<file path="src/rtl/uart_rx.sv">
// 8N1 UART receiver: 2-flop synchronized rx, mid-bit sampling, LSB-first reassembly,
// level data_av/ack handshake with sticky framing-error and overrun status.
module uart_rx #(
  parameter int RATE_FREQ_BAUD = 434,
  parameter int HALF_BIT       = RATE_FREQ_BAUD / 2
) (
  input  logic       clk,
  input  logic       rst,
  input  logic       rx,
  output logic [7:0] data_out,
  output logic       data_av,
  input  logic       ack,
  output logic       framing_error,
  output logic       overrun,
  output logic       busy
);

  localparam int            CW          = $clog2(RATE_FREQ_BAUD);
  localparam logic [CW-1:0] C_BIT_LAST  = CW'(RATE_FREQ_BAUD - 1);
  localparam logic [CW-1:0] C_HALF_LAST = CW'(HALF_BIT - 1);

  typedef enum logic [2:0] {
    S_IDLE,
    S_START,
    S_DATA,
    S_STOP,
    S_WAIT_IDLE
  } state_t;

  state_t        r_state, w_state_nxt;
  logic [CW-1:0] r_cnt, w_cnt_nxt;
  logic [2:0]    r_bit_idx, w_bit_idx_nxt;
  logic [7:0]    r_shift, w_shift_nxt;
  logic          r_sync1, r_rx_s;
  logic [7:0]    r_data_out;
  logic          r_data_av, r_framing_error, r_overrun;
  logic          w_stop_ok, w_stop_bad, w_load;

  // Synchronizer resets to the idle-high line level so reset never looks like a start edge.
  always_ff @(posedge clk or posedge rst) begin
    if (rst) begin
      r_sync1 <= 1'b1;
      r_rx_s  <= 1'b1;
    end else begin
      // NOTE: non-blocking so each flop takes the pre-edge value of its source;
      // blocking assignments here would collapse the two stages into one.
      r_sync1 <= rx;
      r_rx_s  <= r_sync1;
    end
  end

  always_ff @(posedge clk or posedge rst) begin
    if (rst) begin
      r_state   <= S_IDLE;
      r_cnt     <= '0;
      r_bit_idx <= '0;
      r_shift   <= '0;
    end else begin
      r_state   <= w_state_nxt;
      r_cnt     <= w_cnt_nxt;
      r_bit_idx <= w_bit_idx_nxt;
      r_shift   <= w_shift_nxt;
    end
  end

  always_comb begin
    // NOTE: every output of this block is defaulted first; any path that skipped
    // an assignment would otherwise infer a latch.
    w_state_nxt   = r_state;
    w_cnt_nxt     = r_cnt;
    w_bit_idx_nxt = r_bit_idx;
    w_shift_nxt   = r_shift;
    w_stop_ok     = 1'b0;
    w_stop_bad    = 1'b0;
    case (r_state)
      S_IDLE: begin
        if (!r_rx_s) begin
          w_state_nxt = S_START;
          w_cnt_nxt   = '0;
        end
      end
      S_START: begin
        if (r_cnt == C_HALF_LAST) begin
          w_cnt_nxt = '0;
          if (r_rx_s) begin
            w_state_nxt = S_IDLE;
          end else begin
            w_state_nxt   = S_DATA;
            w_bit_idx_nxt = '0;
          end
        end else begin
          w_cnt_nxt = r_cnt + 1'b1;
        end
      end
      S_DATA: begin
        if (r_cnt == C_BIT_LAST) begin
          w_cnt_nxt              = '0;
          w_shift_nxt[r_bit_idx] = r_rx_s;
          if (r_bit_idx == 3'd7) w_state_nxt   = S_STOP;
          else                   w_bit_idx_nxt = r_bit_idx + 1'b1;
        end else begin
          w_cnt_nxt = r_cnt + 1'b1;
        end
      end
      S_STOP: begin
        if (r_cnt == C_BIT_LAST) begin
          w_cnt_nxt = '0;
          if (r_rx_s) begin
            w_stop_ok   = 1'b1;
            w_state_nxt = S_IDLE;
          end else begin
            w_stop_bad  = 1'b1;
            w_state_nxt = S_WAIT_IDLE;
          end
        end else begin
          w_cnt_nxt = r_cnt + 1'b1;
        end
      end
      S_WAIT_IDLE: begin
        if (r_rx_s) w_state_nxt = S_IDLE;
      end
      default: w_state_nxt = S_IDLE;
    endcase
  end

  // A byte lands if the holding register is free or is being read in the same cycle.
  assign w_load = w_stop_ok && (!r_data_av || ack);

  always_ff @(posedge clk or posedge rst) begin
    if (rst) begin
      r_data_out      <= 8'h00;
      r_data_av       <= 1'b0;
      r_framing_error <= 1'b0;
      r_overrun       <= 1'b0;
    end else begin
      if (w_load) begin
        r_data_out <= r_shift;
        r_data_av  <= 1'b1;
      end else if (ack) begin
        r_data_av <= 1'b0;
      end

      if (w_stop_ok && r_data_av && !ack) r_overrun <= 1'b1;
      else if (ack)                       r_overrun <= 1'b0;

      if (w_stop_bad) r_framing_error <= 1'b1;
      else if (ack)   r_framing_error <= 1'b0;
    end
  end

  assign data_out      = r_data_out;
  assign data_av       = r_data_av;
  assign framing_error = r_framing_error;
  assign overrun       = r_overrun;
  assign busy          = (r_state != S_IDLE);

endmodule

</file>
<file path="config.mk">
export PLATFORM = sky130hd
export DESIGN_NAME = uart_rx
export DESIGN_NICKNAME = d
export VERILOG_FILES = /design/src/rtl/uart_rx.sv
export SDC_FILE = /design/constraint.sdc
export NUM_CORES = 1
export LEC_CHECK = 0
export BUFFER_PORTS_ARGS = -buffer_cell sky130_fd_sc_hd__buf_2
export CAP_MARGIN = 20
export CORE_MARGIN = 2
export CORE_UTILIZATION = 60
export DETAILED_ROUTE_END_ITERATION = 7
export PLACE_DENSITY = 0.78
export SLEW_MARGIN = 20
export SYNTH_ARGS = -nofsm -noshare
export SYNTH_HDL_FRONTEND = slang
export SYNTH_SLANG_ARGS = --single-unit
</file>
<file path="constraint.sdc">
create_clock -name clk -period 5.7 [get_ports clk]
set_input_delay 1.14 -clock clk [delete_from_list [all_inputs] [get_ports clk]]
set_output_delay 1.14 -clock clk [all_outputs]
set_load 0.01 [all_outputs]
</file>
==> results.json, run 1 <==
{
  "syn_to_final_growth_pct": 8.79,
  "drtAntennaViolNets": 0,
  "vias": 1429,
  "ys_seq_elements": 36,
  "netSwitchingPower_uw": 92.8,
  "synthTopCellsByCount": "dfrtp_1, nand2_1, mux2_2",
  "total_power_uw": 410,
  "reg2reg_slack_ns": 3.39,
  "synth_area_leaders": "dfrtp_1, mux2_2, nand2_1, ha_1, nor2_1",
  "nNetsFinal": 203,
  "status": "finished clean",
  "setup_viol_count_final": 0,
  "first_global_vias": 1393,
  "maxCapViolCount": 0,
  "cts_inserted_buffers": 5,
  "drt_first_pass_iters": 4,
  "synth-async-reset-ratio_pct": 100,
  "cts_setup_buffers": 0,
  "cts.sinks": 36,
  "ys.flop_type": "dfrtp_1",
  "cts-resized-gates": 0,
  "final.period_utilization_pct": 44.2,
  "r2r-end": "r_bit_idx[2]",
  "layout_min_cycle_time_ns": 2.52,
  "drcViolationCount": 0,
  "start_util_pct": 61.6,
  "portBuffers": 15,
  "min_from": "r_sync1",
  "die_w_microns": 59.3,
  "syn-mean-instance-area_sq_um": 10.4,
  "slew_headroom_pct": 55.6,
  "n_antenna_cell": 0,
  "slowest_stage": "dfrtp_1",
  "cts_tree": "yes",
  "crit_fanout": 12,
  "hold_end": "r_rx_s",
  "synth_area_leader_cell": "dfrtp_1",
  "drt_wl_total_mm": 3.63,
  "vias_per_cell": 6.27,
  "tightest_slew_ns": 0.665,
  "cts-root-buf": "clkbuf_4",
  "pwr-share-clk_pct": 35.1,
  "antenna_found_initial": 0,
  "critPathTopFamily": "flip-flops",
  "cp-end-kind": "output pin",
  "switching_share_pct": 22.6,
  "yosysSeqAreaShare_pct": 49.2,
  "drtIter0Drc": 90,
  "gp_congestion": 0.839,
  "p_seq_share_pct": 63.0,
  "maxSlewViolCount": 0,
  "p_leak_nw": 0.918,
  "r2r-start": "r_cnt[0]",
  "drive_gt1_share_pct": 23.6,
  "path_cells": "or3_1 > buf_2",
  "grt_max_degree": 37,
  "final-hold-violation-count": 0,
  "yosysMostFrequentCell": "dfrtp_1",
  "syn_area_sq_um": 1840,
  "arrival_ns": 1.38,
  "peakVddDrop_mv": 0.124,
  "grt_use_total_pct": 23.6,
  "clkSlewWorstSetupHoldPaths_ns": 0.11,
  "max_stage_delay_ns": 0.50,
  "ys_types": 45,
  "start_kind": "flop",
  "r2r_cells": 6,
  "dp.final_hpwl_mm": 2.54,
  "avgRoutedWirePerCell_microns": 15.9,
  "pwr-share-comb_pct": 1.8,
  "synth-edff-count": 0,
  "worstHoldPathCells": 0,
  "dieArea_sq_um": 3520,
  "pin_count": 16,
  "cts-htree-levels": 2,
  "fin_cells": 228,
  "fmax_ghz": 0.397,
  "netlist_instances": 177,
  "rows": 20,
  "hp-class": "flop to flop",
  "grt_pass1_wl_mm": 6.04,
  "p_int_uw": 317,
  "cp.required_ns": 4.56,
  "rsz0062_at_grt": "no",
  "powerDensity_nw_per_um2": 205,
  "fin_setup_tns_ns": 0,
  "synth_nets": 186,
  "clk-insertion-delay-late_ns": 0.35,
  "holdBufCountCts": 0,
  "die_y_microns": 59.3,
  "fp.coreArea_sq_um": 2980,
  "yosys.area.top_type_share_pct": 46.4,
  "cp_num_buf_inv": 1,
  "dp_cells": 220,
  "clk_path_buf_depth": 2,
  "crit_type": "flop to output pin",
  "fin_skew_ns": 0.00891,
  "ys_warn_count": 0,
  "grt-ovfl-total": 0
}
## logic make-up (layout without fill, tap and decap cells)
kind of cell	count (synthesis)	count (layout)	share of synthesized area, %
and+or+nand+nor	62	62	17.4
DFF	36	36	49.2
AOI/OAI and AO/OA	35	35	13.7
muxes	20	20	12.1
buffers and inverters	18	36	3.75
adders and majority gates	5	5	3.41
xor gates and xnor gates	1	1	0.477
## state kept, by name, summed over array words and instances, names as in the netlist
signal,cells
r_rx_s,1
overrun,1
data_av,1
r_shift,8
r_state,3
r_bit_idx,3
r_sync1,1
framing_error,1
data_out,8
r_cnt,9
## worst register-to-register path: cells and delay by family (launching register included)
family	cells	cell delay, ns
AO/OA/AOI/OAI	2	0.91
flip-flops	1	0.43
AND/OR/NAND/NOR	1	0.42
adder cells (fa/ha/maj)	1	0.15
multiplexers	1	0.15
buffers and inverters	1	0.13
## final cells by class
class,instances,area [sq um]
Fill cell,226,981
Sequential cell,36,903
Multi-Input combinational cell,123,863
Timing Repair Buffer,16,82.6
Clock buffer,6,51.3
Inverter,12,45.0
Tap cell,33,41.3
Clock inverter,2,10.0
## routing by layer
metal / wire length (microns) / track usage [%] / vias to the layer above / share of wire, %
met1: 1560 / 29.2 / 703 / 43
met2: 1780 / 37.2 / 49 / 49
met5: 0 / 0 / - / 0
li1: - / - / 670 / -
met4: 74 / 12.0 / 0 / 2.0
met3: 206 / 7.21 / 7 / 5.7
## power groups by stage
stage / Sequential [mW] / Combinational [mW] / Clock, mW
after floorplan: 0.262 / 0.00623 / 0
after global placement: 0.263 / 0.00778 / 0
after detailed placement: 0.263 / 0.00798 / 0
after CTS: 0.259 / 0.00806 / 0.148
after global routing: 0.259 / 0.00927 / 0.156
final: 0.258 / 0.00758 / 0.144
## how the worst max path moves through the flow
| stage | cells past startpoint | start | end | slack, ns |
|---|---|---|---|---|
| final | 2 | r_state[0] | busy | 3.18 |
| after floorplan | 2 | r_state[0] | busy | 3.61 |
| after CTS | 2 | r_state[0] | busy | 3.17 |
| after global placement | 6 | r_cnt[0] | r_bit_idx[1] | 3.46 |
| after detailed placement | 6 | r_cnt[0] | r_bit_idx[2] | 3.44 |
| after global routing | 2 | r_state[0] | busy | 3.12 |
## stage by stage
| stage | hold WS (ns) | util [%] | instance area (sq um) | setup WS (ns) |
|---|---|---|---|---|
| 4_1_cts | 0.366 | 67.1 | 2000 | 3.17 |
| 3_3_place_gp | 0.347 | 65.0 | 1940 | 3.46 |
| 6_report | 0.364 | 67.1 | 2000 | 3.18 |
| 5_1_grt | 0.367 | 67.1 | 2000 | 3.12 |
| 3_5_place_dp | 0.351 | 65.0 | 1940 | 3.44 |
| 2_1_floorplan | 0.345 | - | 1840 | 3.61 |
## cells in the final DEF, fill, tap and decap left out, types with 2 or more instances in the layout
cell type | Yosys | layout
a21oi_1 | 3 | 3
inv_1 | 12 | 12
nor2b_1 | 2 | 2
nor2_1 | 16 | 16
dfstp_2 | 2 | 2
nand4_1 | 4 | 4
or4b_1 | 2 | 2
clkbuf_4 | 0 | 5
nand2b_1 | 2 | 2
mux2i_1 | 3 | 3
clkinv_2 | 0 | 2
o21ai_0 | 7 | 7
o211ai_1 | 6 | 6
nand2_1 | 19 | 19
mux2_2 | 17 | 17
o22ai_1 | 3 | 3
nor3_1 | 2 | 2
o31a_1 | 2 | 2
ha_1 | 5 | 5
a22oi_1 | 2 | 2
dfrtp_1 | 34 | 34
nand3_1 | 4 | 4
a211oi_1 | 2 | 2
buf_2 | 1 | 15
Note: power is estimated with default switching activity, not from simulation.
==> run 2: changes to the inputs <==
--- a/config.mk
+++ b/config.mk
@@ -5,12 +5,13 @@
 export SDC_FILE = /design/constraint.sdc
 export NUM_CORES = 1
 export LEC_CHECK = 0
+export ABC_AREA = 1
 export BUFFER_PORTS_ARGS = -buffer_cell sky130_fd_sc_hd__buf_2
 export CAP_MARGIN = 20
 export CORE_MARGIN = 2
-export CORE_UTILIZATION = 60
+export CORE_UTILIZATION = 53
 export DETAILED_ROUTE_END_ITERATION = 7
-export PLACE_DENSITY = 0.78
+export PLACE_DENSITY = 0.73
 export SLEW_MARGIN = 20
 export SYNTH_ARGS = -nofsm -noshare
 export SYNTH_HDL_FRONTEND = slang
==> constraint.sdc (replaced) <==
create_clock -name clk -period 2.1 [get_ports clk]
set_input_delay 0.42 -clock clk [delete_from_list [all_inputs] [get_ports clk]]
set_output_delay 0.42 -clock clk [all_outputs]
set_load 0.01 [all_outputs]
==> results.json, run 2 <==
{
  "rsz0062_at_grt": "no",
  "syn_to_final_growth_pct": 12.7,
  "fp.coreArea_sq_um": 3610,
  "slew_headroom_pct": 69.4,
  "dieArea_sq_um": 4210,
  "clkSlewWorstSetupHoldPaths_ns": 0.07,
  "dp.final_hpwl_mm": 2.75,
  "syn-mean-instance-area_sq_um": 7.73,
  "fin_setup_tns_ns": 0,
  "final.period_utilization_pct": 78.0,
  "die_w_microns": 64.9,
  "cts.sinks": 36,
  "cts-resized-gates": 0,
  "crit_type": "flop to output pin",
  "yosysMostFrequentCell": "nand2_1",
  "ys_types": 24,
  "status": "finished clean",
  "grt_use_total_pct": 20.6,
  "pin_count": 16,
  "setup_viol_count_final": 0,
  "clk-insertion-delay-late_ns": 0.30,
  "drive_gt1_share_pct": 19.8,
  "detailed_place.area_sq_um": 2100,
  "die_y_microns": 64.9,
  "largest_reg_flops": 9,
  "mostFrequentLayoutCell": "nand2_1",
  "synthTopCellsByCount": "nand2_1, dfrtp_1, inv_1",
  "path_cells": "nor2_4 > nand2_1 > buf_2",
  "clk_path_buf_depth": 2,
  "drcViolationCount": 0,
  "yosys.area.top_type_share_pct": 43.3,
  "avgRoutedWirePerCell_microns": 11.7,
  "maxCapViolCount": 0,
  "p_leak_nw": 1.20,
  "switching_share_pct": 21.6,
  "fin_skew_ns": 0.00621,
  "cts_tree": "yes",
  "max_stage_delay_ns": 0.48,
  "maxSlewViolCount": 0,
  "fmax_ghz": 0.611,
  "drtIter0Drc": 153,
  "rows": 22,
  "p_int_mw": 1.05,
  "peakVddDrop_mv": 0.379,
  "drtAntennaViolNets": 0,
  "synth-async-reset-ratio_pct": 100,
  "crit_fanout": 5,
  "hp-class": "primary input to async pin",
  "cts-htree-levels": 2,
  "portBuffers": 15,
  "drt_first_pass_iters": 4,
  "synth-edff-count": 0,
  "vias": 1642,
  "layout_common_cells": "nand2_1, dfrtp_1, inv_1",
  "slowest_stage": "dfrtp_1",
  "pwr-share-comb_pct": 1.8,
  "ys.flop_type": "dfrtp_1",
  "netlist_instances": 254,
  "gp_congestion": 0.827,
  "regMostFlops": "r_cnt",
  "arrival_ns": 1.22,
  "syn_area_sq_um": 1960,
  "layout_min_cycle_time_ns": 1.64,
  "tightest_slew_ns": 0.459,
  "synth_area_leaders": "dfrtp_1, nand2_1, nand3_1, inv_1, nor2_1",
  "cts_setup_buffers": 0,
  "first_global_vias": 1498,
  "start_kind": "flop",
  "final-hold-violation-count": 0,
  "grt-ovfl-total": 0,
  "ys_seq_elements": 36,
  "drt_wl_total_mm": 3.80,
  "pwr-share-clk_pct": 46.2,
  "yosysSeqAreaShare_pct": 46.0,
  "start_util_pct": 54.4,
  "n_antenna_cell": 0,
  "ys_warn_count": 0,
  "cp.required_ns": 1.68,
  "antenna_found_initial": 0,
  "grt_pass1_wl_mm": 6.57,
  "netSwitchingPower_uw": 291,
  "cts-root-buf": "clkbuf_8",
  "holdBufCountCts": 0,
  "grt_max_degree": 37,
  "cts_inserted_buffers": 5,
  "nNetsFinal": 286,
  "vias_per_cell": 5.04,
  "powerDensity_nw_per_um2": 607,
  "p_seq_share_pct": 52.0,
  "cp-end-kind": "output pin",
  "synth_nets": 263,
  "fin_area_sq_um": 2210,
  "fillers": 321,
  "synth_area_leader_cell": "dfrtp_1"
}
[run 2: layer usage]
layer | global-route usage, % | vias up | wire length (microns)
met5 | 0 | - | 0
met4 | 8.78 | 0 | 64
met3 | 5.90 | 8 | 160
met2 | 30.3 | 31 | 1690
met1 | 28.3 | 747 | 1890
li1 | - | 856 | -
[run 2: per-stage QoR]
stage          cells  hold WS [ns]  setup slack [ns]  utilization [%]  total power [mW]
2_1_floorplan    254         0.345             0.710                -             0.727
3_3_place_gp     318         0.347             0.583             58.3             0.737
3_5_place_dp     318         0.348             0.508             58.3             0.737
4_1_cts          326         0.210             0.451             61.4              1.35
5_1_grt          326         0.204             0.344             61.4              1.39
6_report         326         0.207             0.462             61.4              1.34
[run 2: final timing paths]
path	start	to	slack, ns	cells after the start
max	r_state[0]	busy	0.46	3
min	rst	r_cnt[2]	0.21	3
max reg2reg	r_cnt[1]	r_state[1]	0.48	9
min reg2reg	r_sync1	r_rx_s	0.36	0
max in group asynchronous	rst	r_rx_s	1.54	3
min in group clk	rx	r_sync1	0.22	1
[run 2: cells by family after synthesis]
| kind of cell | synth area share, % |
|---|---|
| adder cells (fa/ha/maj) | 3.19 |
| flip-flops | 46.0 |
| AND/OR/NAND/NOR | 34.3 |
| buffers and inverters | 7.52 |
| AO/OA/AOI/OAI | 8.99 |
[run 2: power groups by stage]
stage | sequential [mW] | combinational (mW) | clock [mW]
floorplan | 0.711 | 0.0152 | 0
global placement | 0.712 | 0.0252 | 0
detailed placement | 0.712 | 0.0253 | 0
CTS | 0.698 | 0.0252 | 0.631
global route | 0.698 | 0.0283 | 0.660
finish | 0.698 | 0.0238 | 0.621
[run 2: worst max-delay path, delay by kind of cell (launching register included)]
| kind | cells | cell delay, ns |
|---|---|---|
| and+or+nand+nor | 2 | 0.31 |
| DFF | 1 | 0.48 |
| buffers and inverters | 1 | 0.14 |
[run 2: layout make-up]
cell class / instances / area, sq um / share of cell area [%]
Multi-Input combinational cell: 181 / 912 / 41.2
Sequential cell: 36 / 903 / 40.8
Inverter: 36 / 136 / 6.16
Timing Repair Buffer: 17 / 90.1 / 4.07
Clock buffer: 5 / 68.8 / 3.11
Tap cell: 48 / 60.1 / 2.71
Clock inverter: 3 / 42.5 / 1.92
